$ cat src/rtl/ema_feed_scheduler.sv
// Per-stock price FIFOs feeding a single EMA engine through a round-robin arbiter.
// Engine results are realigned with the stock id carried in a local pipeline.
module ema_feed_scheduler #(
    parameter int NUM_STOCK  = 4,
    parameter int FIFO_DEPTH = 2
) (
    input  logic                     clk,
    input  logic                     rst,
    input  logic                     run,
    input  logic [NUM_STOCK-1:0]     req_valid,
    input  logic [6*NUM_STOCK-1:0]   req_price,
    output logic [NUM_STOCK-1:0]     req_ready,
    output logic                     ema_enable,
    output logic [7:0]               ema_data,
    input  logic                     ema_buy,
    input  logic                     ema_sell,
    output logic                     sig_valid,
    output logic                     sig_buy,
    output logic                     sig_sell,
    output logic [1:0]               sig_stock,
    output logic [15:0]              issued_count
);

    localparam int PW = (FIFO_DEPTH > 1) ? $clog2(FIFO_DEPTH) : 1;
    localparam int CW = $clog2(FIFO_DEPTH + 1);
    localparam logic [PW-1:0] LAST_PTR = PW'(FIFO_DEPTH - 1);
    localparam logic [CW-1:0] FULL_CNT = CW'(FIFO_DEPTH);

    logic [5:0]           r_mem [NUM_STOCK][FIFO_DEPTH];
    logic [PW-1:0]        r_rd  [NUM_STOCK];
    logic [PW-1:0]        r_wr  [NUM_STOCK];
    logic [CW-1:0]        r_cnt [NUM_STOCK];
    logic [1:0]           r_rr_ptr;
    logic                 r_p1_valid;
    logic [1:0]           r_p1_stock;

    logic [NUM_STOCK-1:0] w_push;
    logic [NUM_STOCK-1:0] w_pop;
    logic [NUM_STOCK-1:0] w_nonempty;
    logic                 w_grant;
    logic [1:0]           w_gid;
    logic [1:0]           w_idx;
    logic [5:0]           w_head;

    // Ready reflects occupancy only, so a same-cycle pop never opens a slot early.
    always_comb begin
        req_ready  = '0;
        w_nonempty = '0;
        w_push     = '0;
        for (int unsigned i = 0; i < NUM_STOCK; i++) begin
            req_ready[i]  = (r_cnt[i] < FULL_CNT);
            w_nonempty[i] = (r_cnt[i] != '0);
            w_push[i]     = req_valid[i] & req_ready[i];
        end
    end

    always_comb begin
        w_grant = 1'b0;
        w_gid   = '0;
        w_idx   = '0;
        w_pop   = '0;
        if (run) begin
            for (int unsigned k = 0; k < NUM_STOCK; k++) begin
                w_idx = r_rr_ptr + 2'(k);
                if (!w_grant && w_nonempty[w_idx]) begin
                    w_grant = 1'b1;
                    w_gid   = w_idx;
                end
            end
        end
        for (int unsigned i = 0; i < NUM_STOCK; i++) begin
            w_pop[i] = w_grant && (w_gid == 2'(i));
        end
    end

    assign w_head = r_mem[w_gid][r_rd[w_gid]];

    always_ff @(posedge clk) begin
        for (int unsigned i = 0; i < NUM_STOCK; i++) begin
            if (w_push[i]) begin
                r_mem[i][r_wr[i]] <= req_price[6*i +: 6];
            end
        end
    end

    always_ff @(posedge clk or posedge rst) begin
        if (rst) begin
            for (int unsigned i = 0; i < NUM_STOCK; i++) begin
                r_rd[i]  <= '0;
                r_wr[i]  <= '0;
                r_cnt[i] <= '0;
            end
        end else begin
            for (int unsigned i = 0; i < NUM_STOCK; i++) begin
                if (w_push[i]) begin
                    r_wr[i] <= (r_wr[i] == LAST_PTR) ? '0 : r_wr[i] + 1'b1;
                end
                if (w_pop[i]) begin
                    r_rd[i] <= (r_rd[i] == LAST_PTR) ? '0 : r_rd[i] + 1'b1;
                end
                case ({w_push[i], w_pop[i]})
                    2'b10:   r_cnt[i] <= r_cnt[i] + 1'b1;
                    2'b01:   r_cnt[i] <= r_cnt[i] - 1'b1;
                    default: r_cnt[i] <= r_cnt[i];
                endcase
            end
        end
    end

    always_ff @(posedge clk or posedge rst) begin
        if (rst) begin
            ema_enable   <= 1'b0;
            ema_data     <= '0;
            r_rr_ptr     <= '0;
            issued_count <= '0;
        end else begin
            ema_enable <= w_grant;
            if (w_grant) begin
                ema_data     <= {w_gid, w_head};
                r_rr_ptr     <= w_gid + 2'd1;
                issued_count <= issued_count + 16'd1;
            end
        end
    end

    // Engine flags land one cycle after the issue; r_p1_* lines the stock id up with them.
    always_ff @(posedge clk or posedge rst) begin
        if (rst) begin
            r_p1_valid <= 1'b0;
            r_p1_stock <= '0;
            sig_valid  <= 1'b0;
            sig_buy    <= 1'b0;
            sig_sell   <= 1'b0;
            sig_stock  <= '0;
        end else begin
            r_p1_valid <= ema_enable;
            r_p1_stock <= ema_data[7:6];
            sig_valid  <= r_p1_valid;
            sig_buy    <= r_p1_valid & ema_buy;
            sig_sell   <= r_p1_valid & ema_sell;
            sig_stock  <= r_p1_valid ? r_p1_stock : '0;
        end
    end

endmodule

$ cat config.mk
export PLATFORM = sky130hd
export DESIGN_NAME = ema_feed_scheduler
export DESIGN_NICKNAME = d
export VERILOG_FILES = /design/src/rtl/ema_feed_scheduler.sv
export SDC_FILE = /design/constraint.sdc
export NUM_CORES = 1
export LEC_CHECK = 0
export CAP_MARGIN = 40
export CELL_PAD_IN_SITES_DETAIL_PLACEMENT = 0
export CELL_PAD_IN_SITES_GLOBAL_PLACEMENT = 1
export CORE_MARGIN = 4
export CORE_UTILIZATION = 45
export CTS_BUF_LIST = sky130_fd_sc_hd__clkbuf_8
export DETAILED_ROUTE_END_ITERATION = 8
export GPL_ROUTABILITY_DRIVEN = 0
export PLACE_DENSITY_LB_ADDON = 0.15
export SLEW_MARGIN = 20
export SYNTH_ARGS = -nofsm -noshare
export SYNTH_HDL_FRONTEND = slang
export SYNTH_SLANG_ARGS = --single-unit
$ cat constraint.sdc
create_clock -name clk -period 3.2 [get_ports clk]
set_input_delay 0.64 -clock clk [delete_from_list [all_inputs] [get_ports clk]]
set_output_delay 0.64 -clock clk [all_outputs]
set_load 0.03 [all_outputs]
# After elaboration in Yosys (flattened, before gate mapping)
# Memory sizes are Yosys's and may differ from the RTL's.
# Cells that the tools add are included.
totals:
  register_bits: 51
  ram_bits: 48
  mem_count: 1
op_classes:
  n_addsub: 21
  order_cmp: 18
  eq_ne: 11
  muxes: 56
  n_bitwise: 12
  reduce_logical: 23
mem_list:
  columns: ["memory", "words", "width", "rd", "rd_ports_with_merged_regs", "wr", "line_no", "source"]
  rows:
  - ["r_mem", 4, 12, 1, 0, 4, "29", "logic [5:0] r_mem [NUM_STOCK][FIFO_DEPTH];"]
ops:
  columns: ["op", "count"]
  rows:
  - ["two-way mux 12 bit", 4]
  - ["two-way mux 6 bit", 7]
  - ["two-way mux 1 bit", 26]
  - ["demux 6 bit (select 1 bit)", 4]
  - ["adder 16 x 1 -> 16 bit, second input constant", 1]
  - ["one-hot mux 2 bit (2 select lines)", 4]
  - ["nonzero test 2 bit", 8]
  - ["adder 2 x 1 -> 2 bit, second input constant", 6]
  - ["== test 2 bit, second input constant", 6]
  - ["less-than comparator 2 x 3 -> 1 bit, second input constant", 4]
  - ["two-way mux 2 bit", 6]
  - ["logical AND 1 bit", 11]
  - ["binary-select mux 1 bit (select 2 bit)", 5]
  - ["== test 2 x 1 -> 1 bit, second input constant", 5]
  - [">= comparator 2 bit, second input constant", 5]
  - ["NOT 1 -> 2 bit", 5]
  - ["adder 1 bit, second input constant", 8]
  - ["less-than comparator 2 x 1 -> 1 bit, second input constant", 4]
  - ["less-than comparator 2 bit, second input constant", 4]
  - ["subtractor 2 x 1 -> 2 bit, second input constant", 4]
  - ["AND 1 bit", 6]
  - ["adder 2 bit, second input constant", 2]
  - [">= comparator 3 bit, second input constant", 1]
  - ["zero test 1 bit", 3]
  - ["other kinds (2)", 2]

# Depth between registers and ports, before layout
depth:
  word_depth: 25
  mapped_depth: 12

# Worst setup path before layout
# No wires, ideal clock.
synth_path:
  kind: "register -> register"
  from: "register r_cnt[3] in the netlist's numbering"
  to: "register r_cnt[3] in the netlist's numbering"
  arrival_time_ns: 2.407
  required_time_ns: 3.067
  slack_ns: 0.660
  stages_incl_launch_ff: 12
  n_path_buf: 1
  path_cell_list: "dfrtp_1 > or4_4 > o31a_1 > o21ai_1 > or3_1 > buf_6 > inv_1 > ha_1 > and2_1 > ha_1 > nor2_1 > xnor2_1"
synth_via:
  elab_chain_len: 21
  word_cells_on_any_way: 38
synth_rtl:
  columns: ["element", "line_no", "source"]
  rows:
  - ["start, declared", "32", "logic [CW-1:0] r_cnt [NUM_STOCK];"]
  - ["start signal, assigned by index", "102", "2'b10: r_cnt[i] <= r_cnt[i] + 1'b1;"]
  - ["start signal, assigned by index", "103", "2'b01: r_cnt[i] <= r_cnt[i] - 1'b1;"]
  - ["start signal, assigned by index", "104", "default: r_cnt[i] <= r_cnt[i];"]
  - ["nonzero test 2 bit *", "52", "w_nonempty[i] = (r_cnt[i] != '0);"]
  - ["binary-select mux 1 bit (select 2 bit)", "65", "if (!w_grant && w_nonempty[w_idx]) begin"]
  - ["two-way mux 1 bit (implied by the code)", "65", null]
  - ["two-way mux 1 bit", "65", null]
  - ["two-way mux 1 bit", "62", "if (run) begin"]
  - ["zero test 1 bit", "65", null]
  - ["logical AND 1 bit", "65", null]
  - ["two-way mux 1 bit", "65", null]
  - ["(+7 left out)", null, null]
  - ["two-way mux 2 bit *", "65", null]
  - ["two-way mux 2 bit *", "62", null]
  - ["net w_gid[1]", "41", "logic [1:0] w_gid;"]
  - ["== test 2 bit *", "72", "w_pop[i] = w_grant && (w_gid == 2'(i));"]
  - ["logical AND 1 bit *", "72", null]
  - ["net w_pop[2]", "38", "logic [NUM_STOCK-1:0] w_pop;"]
  - ["== test 2 x 1 -> 1 bit / == test 2 bit (equally long branches)", "101", "case ({w_push[i], w_pop[i]})"]
  - ["one-hot mux 2 bit (2 select lines) / nonzero test 2 bit (equally long branches)", null, null]
# The timed path passes the listed nets; every way through them passes the cells marked *. The select of a mux whose other input is x is not followed.
# A chain may end at the register's enable or synchronous reset.

# Worst setup path after layout
layout_path:
  from: "register r_cnt[7] in the netlist's numbering"
  to: "register r_cnt[1] in the netlist's numbering"
# Same word-level chain as after synthesis.

==> flow_metrics.tcl <==
set metrics [dict create \
    avgViaCountPerCell 5.00 \
    cts_resized 0 \
    worst_pin_slew_ns 0.547 \
    post_cts_buffers 0 \
    worstPathCellList "or4_4 -> o31a_1 -> o21ai_1 -> or3_1 -> inv_1 -> ha_1 -> and2_1 -> ha_1 -> nor2_1 -> xnor2_1" \
    ff2ff_setup_slack_ns 0.48 \
    overflow 0 \
    critPathCaptureType "flop" \
    multi_input_area_mm2 0.00135 \
    cp.required_ns 3.48 \
    io_pins 67 \
    fin_area_mm2 0.00512 \
    drc 0 \
    cts_buffers 9 \
    die_y_um 104 \
    grt_pass1_wl_um 12300 \
    crit_top_cell "ha_1" \
    skew_ns 0.00787 \
    synth_edf_count 48 \
    dp_hpwl_um 5830 \
    synthToLayoutAreaGrowth_pct 23.6 \
    period_minus_slack_ns 2.72 \
    ys_warn_count 0 \
    power_switching_mw 1.64 \
    ant_nets 0 \
    syn_area_per_cell_um2 14.0 \
    first_pass_iters 4 \
    p_int_mw 2.78 \
    clk_pin_slew_ns 0.10 \
    fill_cells 742 \
    path_buf_inv 1 \
    fin_tns_setup_ns 0 \
    vias 2427 \
    drtIter0Drc 66 \
    synth_seq_cells 99 \
    drv_slew 0 \
    core_mm2 0.00885 \
    max_slew_margin 0.635 \
    powerDensity_mw_per_mm2 862 \
    combinationalPowerShare 0.382 \
    hold_viol_final 0 \
    seq_area_frac_synth 0.655 \
    drive_gt1_frac 0.0796 \
    cp.arrival_ns 3.00 \
    syn_inst 296 \
    ys_types 35 \
    rsz0062_at_grt "false" \
    syn_area_mm2 0.00415 \
    crit_type "flop to flop" \
    cp-start-kind "flop" \
    max-vdd-ir-drop_mv 0.380 \
    grt_max_degree 28 \
    cts_root_buf "clkbuf_8" \
    start_util 0.469 \
    area.sequential_mm2 0.00272 \
    dp.cells 469 \
    fp.dieArea_mm2 0.0108 \
    seq_power_share 0.455 \
    async_reset_ff_frac 0.515 \
    fin_hold_ws_ns 0.394 \
    rows 34 \
    setup_viol 0 \
    cts.sinks 99 \
    clockBufferDepth 2 \
    cts_tree "built" \
    grtUsageTotal 0.145 \
    antenna_found_initial 0 \
    p_leak_nw 2.08 \
    cts_hold_buf 0 \
    ys.flop_type "dfrtp_1" \
    clkLatencyLatePin_ns 0.35 \
    wl_um 7460 \
    wire_per_inst_um 15.4 \
    fin_nets 414 \
    port_buffers 66 \
    slowest_delay_ns 0.55 \
    dpl_cell_area_mm2 0.00495 \
    final_cells 485 \
    fp.dieW_um 104 \
    status "completed" \
    fin_crit_sh 0.849 \
    diodes 0 \
    clockPowerShare 0.164 \
    clock.fmax_mhz 368 \
    worst_path_max_delay_cell "or4_4" \
    maxCapViolations 0 \
    hp-class "flop to flop" \
    cp_max_fo 5 \
    p_sw_frac 0.372 \
    syn_nets 338 \
    grt_pass1_vias 2509 \
    crit_family "simple AND/OR/NAND/NOR gates" \
    htreeDepth 3 \
]
flip-flops by register name, indices dropped and copies added, names as in the netlist, 2 cells and up:
name	cells
r_cnt	8
r_mem	48
sig_stock	2
r_rd	4
r_rr_ptr	2
issued_count	16
r_p1_stock	2
ema_data	8
r_wr	4
power groups by stage:
stage,Clock (mW),Combinational (mW),Sequential [mW]
2_1_floorplan,0,1.08,2.09
3_3_place_gp,0,1.69,2.04
3_5_place_dp,0,1.71,2.04
4_1_cts,0.743,1.72,2.02
5_1_grt,0.795,1.85,2.07
6_report,0.723,1.69,2.01
placed cells by master, fill, tap and decap left out, drive strengths merged, types with 2 or more instances in the layout:
| cell type | instances |
|---|---|
| xor2 | 7 |
| or4 | 3 |
| nand3 | 4 |
| o21ai | 9 |
| and3 | 5 |
| nand4 | 4 |
| mux2i | 42 |
| or3 | 2 |
| clkdlybuf4s50 | 66 |
| ha | 9 |
| nand2 | 27 |
| buf | 7 |
| edfxtp | 48 |
| nor2 | 15 |
| or2 | 2 |
| clkbuf | 9 |
| a21oi | 3 |
| clkinvlp | 4 |
| inv | 11 |
| dfrtp | 51 |
| and2 | 8 |
| xnor2 | 28 |
routing by layer:
metal | GRT usage | up-vias | routed length (um)
met5 | 0 | - | 0
li1 | - | 1192 | -
met4 | 0.0513 | 0 | 116
met3 | 0.0323 | 9 | 339
met2 | 0.240 | 58 | 3620
met1 | 0.187 | 1168 | 3390
final timing paths:
check	depth (start not counted)	to	startpoint
setup / recovery	10	r_cnt[1]	r_cnt[7]
hold / removal	0	r_p1_valid	ema_enable
min in group asynchronous	2	issued_count[5]	rst
hold reg to reg	0	r_p1_valid	ema_enable
max in group asynchronous	3	ema_data[0]	rst
setup reg to reg	10	r_cnt[1]	r_cnt[7]
cells by family (layout without fill, tap and decap cells):
kind of cell | after synthesis | count (layout) | synth area share
adder cells (fa/ha/maj) | 9 | 9 | 0.0271
AO/OA/AOI/OAI | 20 | 20 | 0.0350
multiplexers | 42 | 42 | 0.101
XOR/XNOR | 35 | 35 | 0.0739
buffers and inverters | 17 | 98 | 0.0196
flip-flops | 99 | 99 | 0.655
AND/OR/NAND/NOR | 74 | 74 | 0.0878
stage by stage:
stage	utilization	power (mW)	worst slack [ns]
4_1_cts	0.579	4.48	0.480
3_3_place_gp	0.559	3.72	0.528
6_report	0.579	4.42	0.483
3_5_place_dp	0.559	3.75	0.487
5_1_grt	0.579	4.71	0.303
2_1_floorplan	-	3.17	0.660
worst reg2reg max path, cell delays in order, from the launching register on:
cell     delay (ns)
dfrtp_1        0.45
or4_4          0.55
o31a_1         0.31
o21ai_1        0.10
or3_1          0.22
inv_1          0.09
ha_1           0.17
and2_1         0.16
ha_1           0.32
nor2_1         0.15
xnor2_1        0.12
cells in the mapped netlist (2+ instances only):
cell,n,area (um^2)
a21oi_1,3,15.0
and2_1,8,50.1
and3_1,5,31.3
buf_1,4,15.0
buf_2,2,10.0
buf_6,2,22.5
dfrtp_1,51,1280
edfxtp_1,48,1440
ha_1,9,113
inv_1,9,33.8
mux2i_1,42,420
nand2_1,27,101
nand3_1,4,20.0
nand4_1,4,25.0
nor2_1,15,56.3
o21ai_1,8,40.0
or2_2,2,12.5
or3_1,2,12.5
or4_1,2,15.0
xnor2_1,28,245
xor2_1,7,61.3
area by class of cell:
type                    count  area share
flip-flops and latches     99       0.530
clock inverters             7      0.0103
well taps                 108      0.0264
inverters                   9     0.00659
clock buffers               9      0.0242
repair buffers             73       0.139
multi-input cells         180       0.263
(Power assumes the default switching activity.)
